--- config.mk ---
export PLATFORM = sky130hd
export DESIGN_NAME = mul_add_seq
export DESIGN_NICKNAME = d
export VERILOG_FILES = /design/src/rtl/mul_add_seq.sv
export SDC_FILE = /design/constraint.sdc
export NUM_CORES = 1
export LEC_CHECK = 0
export BUFFER_PORTS_ARGS = -buffer_cell sky130_fd_sc_hd__buf_4
export CORE_MARGIN = 3
export CORE_UTILIZATION = 55
export DETAILED_ROUTE_END_ITERATION = 10
export PLACE_DENSITY = 0.79
export SETUP_SLACK_MARGIN = 0.05
export SYNTH_ARGS = -nofsm -noshare
export SYNTH_HDL_FRONTEND = slang
export SYNTH_SLANG_ARGS = --single-unit
--- constraint.sdc ---
create_clock -name clk -period 4.5 [get_ports clk]
set_input_delay 0.225 -clock clk [delete_from_list [all_inputs] [get_ports clk]]
set_output_delay 0.225 -clock clk [all_outputs]
set_load 0.1 [all_outputs]
--- src/rtl/mul_add_seq.sv ---
// -----------------------------------------------------------------------------
// mul_add_seq
//
// Iterative shift-add multiply-accumulate: product = a * b + c, unsigned.
// Consumes the multiplier operand `a` one bit per enabled cycle, MSB first,
// so a result is available N enabled cycles after the operands are accepted.
// Fed with (quotient, divisor, remainder) from the restoring divider it
// rebuilds the original dividend, which makes it the divider's self-check
// and re-packing path.
//
// Handshakes (both sides): a transfer happens on a rising clk edge where
// en = 1 and both valid and ready are high. Valid, once raised, holds with
// its data until that transfer. Ready never depends combinationally on the
// partner's valid.
//
// Ports
//   clk         in   clock, rising edge
//   rstn        in   asynchronous active-low reset
//   en          in   clock enable; low freezes every register
//   in_valid    in   operands a/b/c valid
//   in_ready    out  block idle and able to accept operands
//   a [N-1:0]   in   multiplier (quotient), sampled at accept
//   b [M-1:0]   in   multiplicand (divisor), sampled at accept
//   c [M-1:0]   in   addend (remainder), sampled at accept
//   out_valid   out  product valid (registered)
//   out_ready   in   consumer takes product
//   product     out  a*b+c, N+M bits (registered, holds after hand-off)
//   busy        out  high while an operation is in RUN or DONE
//   dbg_state_o out  FSM state (0 idle, 1 run, 2 done) for observation
// -----------------------------------------------------------------------------
module mul_add_seq #(
  parameter int N = 4,
  parameter int M = 3
) (
  input  logic           clk,
  input  logic           rstn,
  input  logic           en,
  input  logic           in_valid,
  output logic           in_ready,
  input  logic [N-1:0]   a,
  input  logic [M-1:0]   b,
  input  logic [M-1:0]   c,
  output logic           out_valid,
  input  logic           out_ready,
  output logic [N+M-1:0] product,
  output logic           busy,
  output logic [1:0]     dbg_state_o
);

  localparam int W  = N + M;
  localparam int CW = (N > 1) ? $clog2(N) : 1;

  typedef enum logic [1:0] {
    S_IDLE = 2'd0,
    S_RUN  = 2'd1,
    S_DONE = 2'd2
  } state_t;

  state_t          state_q, state_d;
  logic [CW-1:0]   cnt_q, cnt_d;
  logic [N-1:0]    a_q, a_d;
  logic [M-1:0]    b_q, b_d;
  logic [M-1:0]    c_q, c_d;
  logic [W-1:0]    acc_q, acc_d;
  logic [W-1:0]    product_q, product_d;
  logic            out_valid_q, out_valid_d;

  logic [W-1:0]    b_ext;
  logic [W-1:0]    c_ext;
  logic [W-1:0]    partial;
  logic [W-1:0]    step;
  logic            last_bit;

  // ---------------------------------------------------------------------------
  // Datapath for one RUN step. The addend is folded into the final step so
  // the result appears on the same edge as the last partial product.
  // Max result (2^M-1)*2^N fits in W bits, so no carry out is ever lost.
  // ---------------------------------------------------------------------------
  assign b_ext    = {{N{1'b0}}, b_q};
  assign c_ext    = {{N{1'b0}}, c_q};
  assign last_bit = (cnt_q == '0);
  assign partial  = a_q[cnt_q] ? b_ext : '0;
  assign step     = (acc_q << 1) + partial + (last_bit ? c_ext : '0);

  // ---------------------------------------------------------------------------
  // State register. Everything, including the output flags, freezes with en.
  // ---------------------------------------------------------------------------
  always_ff @(posedge clk or negedge rstn) begin
    if (!rstn) begin
      state_q     <= S_IDLE;
      cnt_q       <= '0;
      a_q         <= '0;
      b_q         <= '0;
      c_q         <= '0;
      acc_q       <= '0;
      product_q   <= '0;
      out_valid_q <= 1'b0;
    end else if (en) begin
      state_q     <= state_d;
      cnt_q       <= cnt_d;
      a_q         <= a_d;
      b_q         <= b_d;
      c_q         <= c_d;
      acc_q       <= acc_d;
      product_q   <= product_d;
      out_valid_q <= out_valid_d;
    end
  end

  // ---------------------------------------------------------------------------
  // Next-state logic.
  // ---------------------------------------------------------------------------
  always_comb begin
    state_d     = state_q;
    cnt_d       = cnt_q;
    a_d         = a_q;
    b_d         = b_q;
    c_d         = c_q;
    acc_d       = acc_q;
    product_d   = product_q;
    out_valid_d = out_valid_q;

    case (state_q)
      S_IDLE: begin
        if (in_valid) begin
          a_d     = a;
          b_d     = b;
          c_d     = c;
          acc_d   = '0;
          cnt_d   = CW'(N - 1);
          state_d = S_RUN;
        end
      end

      S_RUN: begin
        acc_d = step;
        if (last_bit) begin
          product_d   = step;
          out_valid_d = 1'b1;
          state_d     = S_DONE;
        end else begin
          cnt_d = cnt_q - 1'b1;
        end
      end

      S_DONE: begin
        // product is left as is after hand-off; only the flag drops.
        if (out_ready) begin
          out_valid_d = 1'b0;
          state_d     = S_IDLE;
        end
      end

      default: begin
        state_d     = S_IDLE;
        out_valid_d = 1'b0;
      end
    endcase
  end

  // ---------------------------------------------------------------------------
  // Outputs: ready/busy decode the state register only.
  // ---------------------------------------------------------------------------
  assign in_ready    = (state_q == S_IDLE);
  assign busy        = (state_q == S_RUN) || (state_q == S_DONE);
  assign out_valid   = out_valid_q;
  assign product     = product_q;
  assign dbg_state_o = state_q;

endmodule

-- After elaboration in Yosys (flattened, before gate mapping)
Cells that the tools add are included.
- input port bits: 15
- register bits after elaboration: 28
- reduce and logical (&&, ||, !) cells: 10
- bitwise logic cells: 1
- muxes and demuxes: 16
- equal/unequal tests: 6
- add/subtract/negate cells: 3
- order comparisons: 1
- operator list (kind ; count):
    adder 7 x 3 -> 7 bit ; 2
    case mux 6 bit (2 select lines) ; 1
    AND reduction 4 bit ; 3
    two-way mux 2 bit ; 5
    AND reduction 3 bit ; 3
    inequality test 2 bit (second input constant) ; 4
    two-way mux 3 bit ; 2
    two-way mux 6 bit ; 1
    case mux 2 bit (3 select lines) ; 1
    zero test 2 bit ; 2
    case mux 2 bit (2 select lines) ; 1
    less-than comparator 2 x 3 -> 1 bit (second input constant) ; 1
    two-way mux 1 bit ; 3
    case mux 1 bit (3 select lines) ; 1
    binary-select mux 1 bit (select 2 bit) ; 1
    equality test 2 x 1 -> 1 bit (second input constant) ; 1
    equality test 2 bit (second input constant) ; 1
    nonzero test 2 bit ; 1
    subtractor 2 x 1 -> 2 bit (second input constant) ; 1
    logical OR 1 bit ; 1
    NOT 1 bit ; 1

-- Logic depth before layout (Yosys ltp)
- depth after elaboration: 6
- gate-level depth with buffers: 12
- gate-level depth less buffers: 12

-- Worst setup path after synthesis
OpenSTA, ideal clock, no wires.
- path type: reg-to-reg
- start point: register state_q[0], in the netlist dbg_state_o[0]
- end point: register a_q[0]
- path slack: 1.685 ns
- stages on the path, launching flop included: 6
- arrival: 2.688 ns
- setup time: 0.127 ns
- path through: dfrtp_1 > inv_1 > ha_1 > and3_4 > buf_6 > mux2_1
- cells in the longest elaborated chain, start to end: 2
- ends and longest elaborated chain (item ; line ; source):
    start, declared ; 59 ; state_t state_q, state_d;
    start signal, assigned ; 99 ; state_q <= state_d;
    zero test 2 bit ; - ;
    via in_ready ; 39 ; output logic in_ready,
    AND reduction 3 bit (no source line) ; - ;
    end signal, assigned ; 92 ; a_q <= '0;
    end signal, assigned ; 101 ; a_q <= a_d;
    end, declared ; 61 ; logic [N-1:0] a_q, a_d;
The timed path passes the listed nets, and every way through them passes these cells.
A chain may end at the register's enable or synchronous reset.

-- Final worst setup path
- start point: register cnt_q[0]
- end point: register acc_q[5]
- cells in the longest elaborated chain, start to end: 6
- elaborated cells between the ends (all ways): 8
- those cells by class: 2 x add/sub; 5 x mux; 1 x reduce/logical
- ends and longest elaborated chain (item ; line ; source):
    start, declared ; 60 ; logic [CW-1:0] cnt_q, cnt_d;
    start signal, assigned ; 100 ; cnt_q <= cnt_d;
    binary-select mux 1 bit (select 2 bit) ; 82 ; assign partial = a_q[cnt_q] ? b_ext : '0;
    two-way mux 1 bit (not written as such) ; 82 ;
    two-way mux 3 bit ; 82 ;
    adder 7 x 3 -> 7 bit ; 83 ; assign step = (acc_q << 1) + partial + (last_bit ? c_ext : '0);
    adder 7 x 3 -> 7 bit * ; 83 ;
    case mux 6 bit (2 select lines) * ; 123 ; case (state_q)
    end signal, assigned ; 95 ; acc_q <= '0;
    end signal, assigned ; 104 ; acc_q <= acc_d;
    end, declared ; 64 ; logic [W-1:0] acc_q, acc_d;
Mark *: on every way between the ends. The rest lies on a longest branch, timed or not. The select of a mux whose other input is x is not followed.

==> results_dict.tcl <==
set metrics [dict create \
    cts_hold_buf 1 \
    grt_antenna_before_repair 0 \
    post-cts-setup-buffer-count 0 \
    pin_count 27 \
    critical_path.cell_chain "mux4_2 -> and2_1 -> fa_1 -> inv_1 -> fa_1 -> nor2b_1 -> o21ai_0 -> xor2_1 -> o21ai_0" \
    timing_hold_violations_final 0 \
    yosys_register_bits 28 \
    avgViaCountPerCell 5.39 \
    detailedRoute.firstIterationViolations 13 \
    worst_slew_pin_slew_ns 0.492 \
    final.period_utilization_pct 64.3 \
    critPathArrivalTime_ns 3.14 \
    final.min_clock_period_ns 2.90 \
    netlist_instances 121 \
    die_width_um 57.5 \
    buffer_ports.inserted 26 \
    area_growth_pct 18.5 \
    clock_path_buffers 2 \
    rsz0062_at_grt "no" \
    maxSlewHeadroom_pct 67.1 \
    cp-start-kind "flip-flop" \
    fp-row-count 18 \
    via_count_of_the_first_global_routing_pass 1001 \
    insertion_delay_ns 0.32 \
    synth.avg_cell_area_um2 12.0 \
    ctsHtreeMaxLevel 1 \
    synth_cell_type_count 32 \
    die_height_um 57.5 \
    cts-root-buf "clkbuf_4" \
    dp_hpwl_mm 1.97 \
    setup_viol 0 \
    yosys_warnings 0 \
    achievable-frequency_mhz 345 \
    timing.max_cap.violations 0 \
    timing.hold.worst.class "in -> reg" \
    gp_congestion 0.839 \
    nets 176 \
    synth-seq-area-share_pct 48.1 \
    placeable_core_area_um2 2500 \
    worst_path_max_delay_cell "mux4_2" \
    finished_layout_cells 179 \
    critical-path-max-stage-delay_ns 0.56 \
    worst_setup_slack_post_dpl_ns 1.66 \
    place.detailed.instances 174 \
    setup-tns-final_ns 0 \
    tritoncts.num_buffers 3 \
    clkTransAtPathRegs_ns 0.15 \
    design.die.area_um2 3300 \
    critical_path.max_fanout 4 \
    final-max-slew-violation-count 0 \
    grt_max_degree 29 \
    rr_worst_depth 9 \
    insertedDiodeCount 0 \
    floorplan.initialDensity_pct 58.3 \
    status "finished, final reports clean" \
    routed_wire_length_per_instance_um 14.0 \
    layout_cell_share_with_drive_strength_beyond_1_pct 28.2 \
    dr_total_vias 964 \
    routed_wl_mm 2.50 \
    min_path_cells 2 \
    grt_first_pass_wirelength_mm 4.32 \
    clock_tree_from_tritoncts "done" \
    number_of_instances_resized_during_post_cts_repair 0 \
    worst_path_setup_slack_after_routing_ns 1.60 \
    globalRouteTotalUtil_pct 16.5 \
    drc_errors 0 \
    worstPathRequired_ns 4.75 \
    drt-pass1-iter-count 4 \
    cts.sink_count 28 \
    ant_nets 0 \
    critical_path.endpoint_type "flip-flop" \
    gr-total-overflow 0 \
    final_core_utilization_pct 69.0 \
    worst-setup-path-type "reg -> reg" \
    clock-skew-final_ns 0.0123 \
    postSynthNetCount 147 \
    syn-cell-area_um2 1460 \
]
-- synth_stat cells --
| master | instances | share of area (%) |
|---|---|---|
| dfrtp_1 | 28 | 48 |
| nand2_1 | 13 | 3.4 |
| mux2_1 | 10 | 7.7 |
| inv_1 | 9 | 2.3 |
| ha_1 | 8 | 6.9 |
| o21ai_1 | 7 | 2.4 |
| o21ai_0 | 5 | 1.7 |
| and2_1 | 4 | 1.7 |
| nor2_1 | 4 | 1.0 |
| fa_1 | 3 | 4.1 |
| a22o_1 | 2 | 1.2 |
| and3_4 | 2 | 1.5 |
| buf_6 | 2 | 1.5 |
| mux2_2 | 2 | 1.5 |
| mux2_4 | 2 | 2.1 |
| nand3_1 | 2 | 0.69 |
| xnor2_1 | 2 | 1.2 |
| xor2_1 | 2 | 1.2 |
| a211oi_1 | 1 | 0.52 |
| a21o_1 | 1 | 0.52 |
| a21oi_1 | 1 | 0.34 |
| a22oi_2 | 1 | 0.86 |
| a31oi_4 | 1 | 1.5 |
| and3_1 | 1 | 0.43 |
| clkbuf_1 | 1 | 0.26 |
| mux4_2 | 1 | 1.5 |
| nand2b_1 | 1 | 0.43 |
| nand2b_2 | 1 | 0.60 |
| nand2b_4 | 1 | 0.94 |
| nor2b_1 | 1 | 0.43 |
| nor2b_4 | 1 | 0.94 |
| nor3_1 | 1 | 0.34 |
-- cell families after synthesis --
| logic type | count (synthesis) | synth area share [%] |
|---|---|---|
| simple gates | 32 | 12.5 |
| flops | 28 | 48.1 |
| compound gates | 19 | 9.02 |
| mux | 15 | 12.9 |
| buf+inv | 12 | 4.12 |
| fa+ha+maj | 11 | 11.0 |
| xor+xnor | 4 | 2.41 |
-- flip-flops by register name, indices dropped and copies added, names as in the netlist --
| name | count |
|---|---|
| a_q | 4 |
| c_q | 3 |
| out_valid | 1 |
| cnt_q | 2 |
| dbg_state_o | 2 |
| b_q | 3 |
| acc_q | 6 |
| product | 7 |
-- routing by layer --
| layer | global-route usage (%) | vias to the layer above | routed length (µm) |
|---|---|---|---|
| li1 | - | 463 | - |
| met3 | 2.71 | 4 | 84 |
| met2 | 28.1 | 20 | 1250 |
| met4 | 2.98 | 0 | 23 |
| met5 | 0 | - | 0 |
| met1 | 22.5 | 477 | 1140 |
-- through the flow --
stage	hold slack, ns	cell area, µm²
3_3_place_gp	0.155	1660
6_report	0.0997	1730
5_1_grt	0.0848	1730
2_1_floorplan	-0.0706	1460
4_1_cts	0.0966	1730
3_5_place_dp	0.159	1660
-- cells in the final DEF (no fill, tap or decap) --
master	n
dfrtp_1	28
buf_4	26
nand2_1	13
mux2_1	10
inv_1	9
ha_1	8
o21ai_1	7
o21ai_0	5
and2_1	4
nor2_1	4
fa_1	3
clkbuf_4	3
and3_4	2
mux2_4	2
nand3_1	2
a22o_1	2
xor2_1	2
xnor2_1	2
mux2_2	2
mux4_2	1
nand2b_1	1
nand2b_4	1
nor2b_4	1
nand2b_2	1
a31oi_4	1
and3_1	1
a21o_1	1
nor2b_1	1
a211oi_1	1
a21oi_1	1
a22oi_2	1
nor3_1	1
bufinv_16	1
dlygate4sd3_1	1
-- worst max-delay path, delay by kind of cell (launching register included) --
family,cells,cell delay (ns)
xor+xnor,1,0.17
mux,1,0.56
simple gates,2,0.33
buf+inv,1,0.07
fa+ha+maj,2,0.98
flops,1,0.44
compound gates,2,0.26
-- final timing paths --
check	start	slack, ns	end
max	cnt_q[0]	1.60	acc_q[5]
min	b[1]	0.1	b_q[1]
max reg2reg	cnt_q[0]	1.60	acc_q[5]
min reg2reg	product[6]	0.50	product[6]
max in group asynchronous	rstn	3.91	acc_q[3]
min in group asynchronous	rstn	0.32	b_q[1]
-- area by class of cell --
| type | count | area (µm²) |
|---|---|---|
| Multi-Input combinational cell | 81 | 696 |
| Fill cell | 189 | 774 |
| Clock buffer | 3 | 22.5 |
| Inverter | 9 | 33.8 |
| Sequential cell | 28 | 701 |
| Timing Repair Buffer | 27 | 205 |
| Clock inverter | 1 | 30.0 |
| Tap cell | 30 | 37.5 |
Power is not shown: default switching activity piles up to over one toggle a cycle in this logic, so the estimate is an artifact.
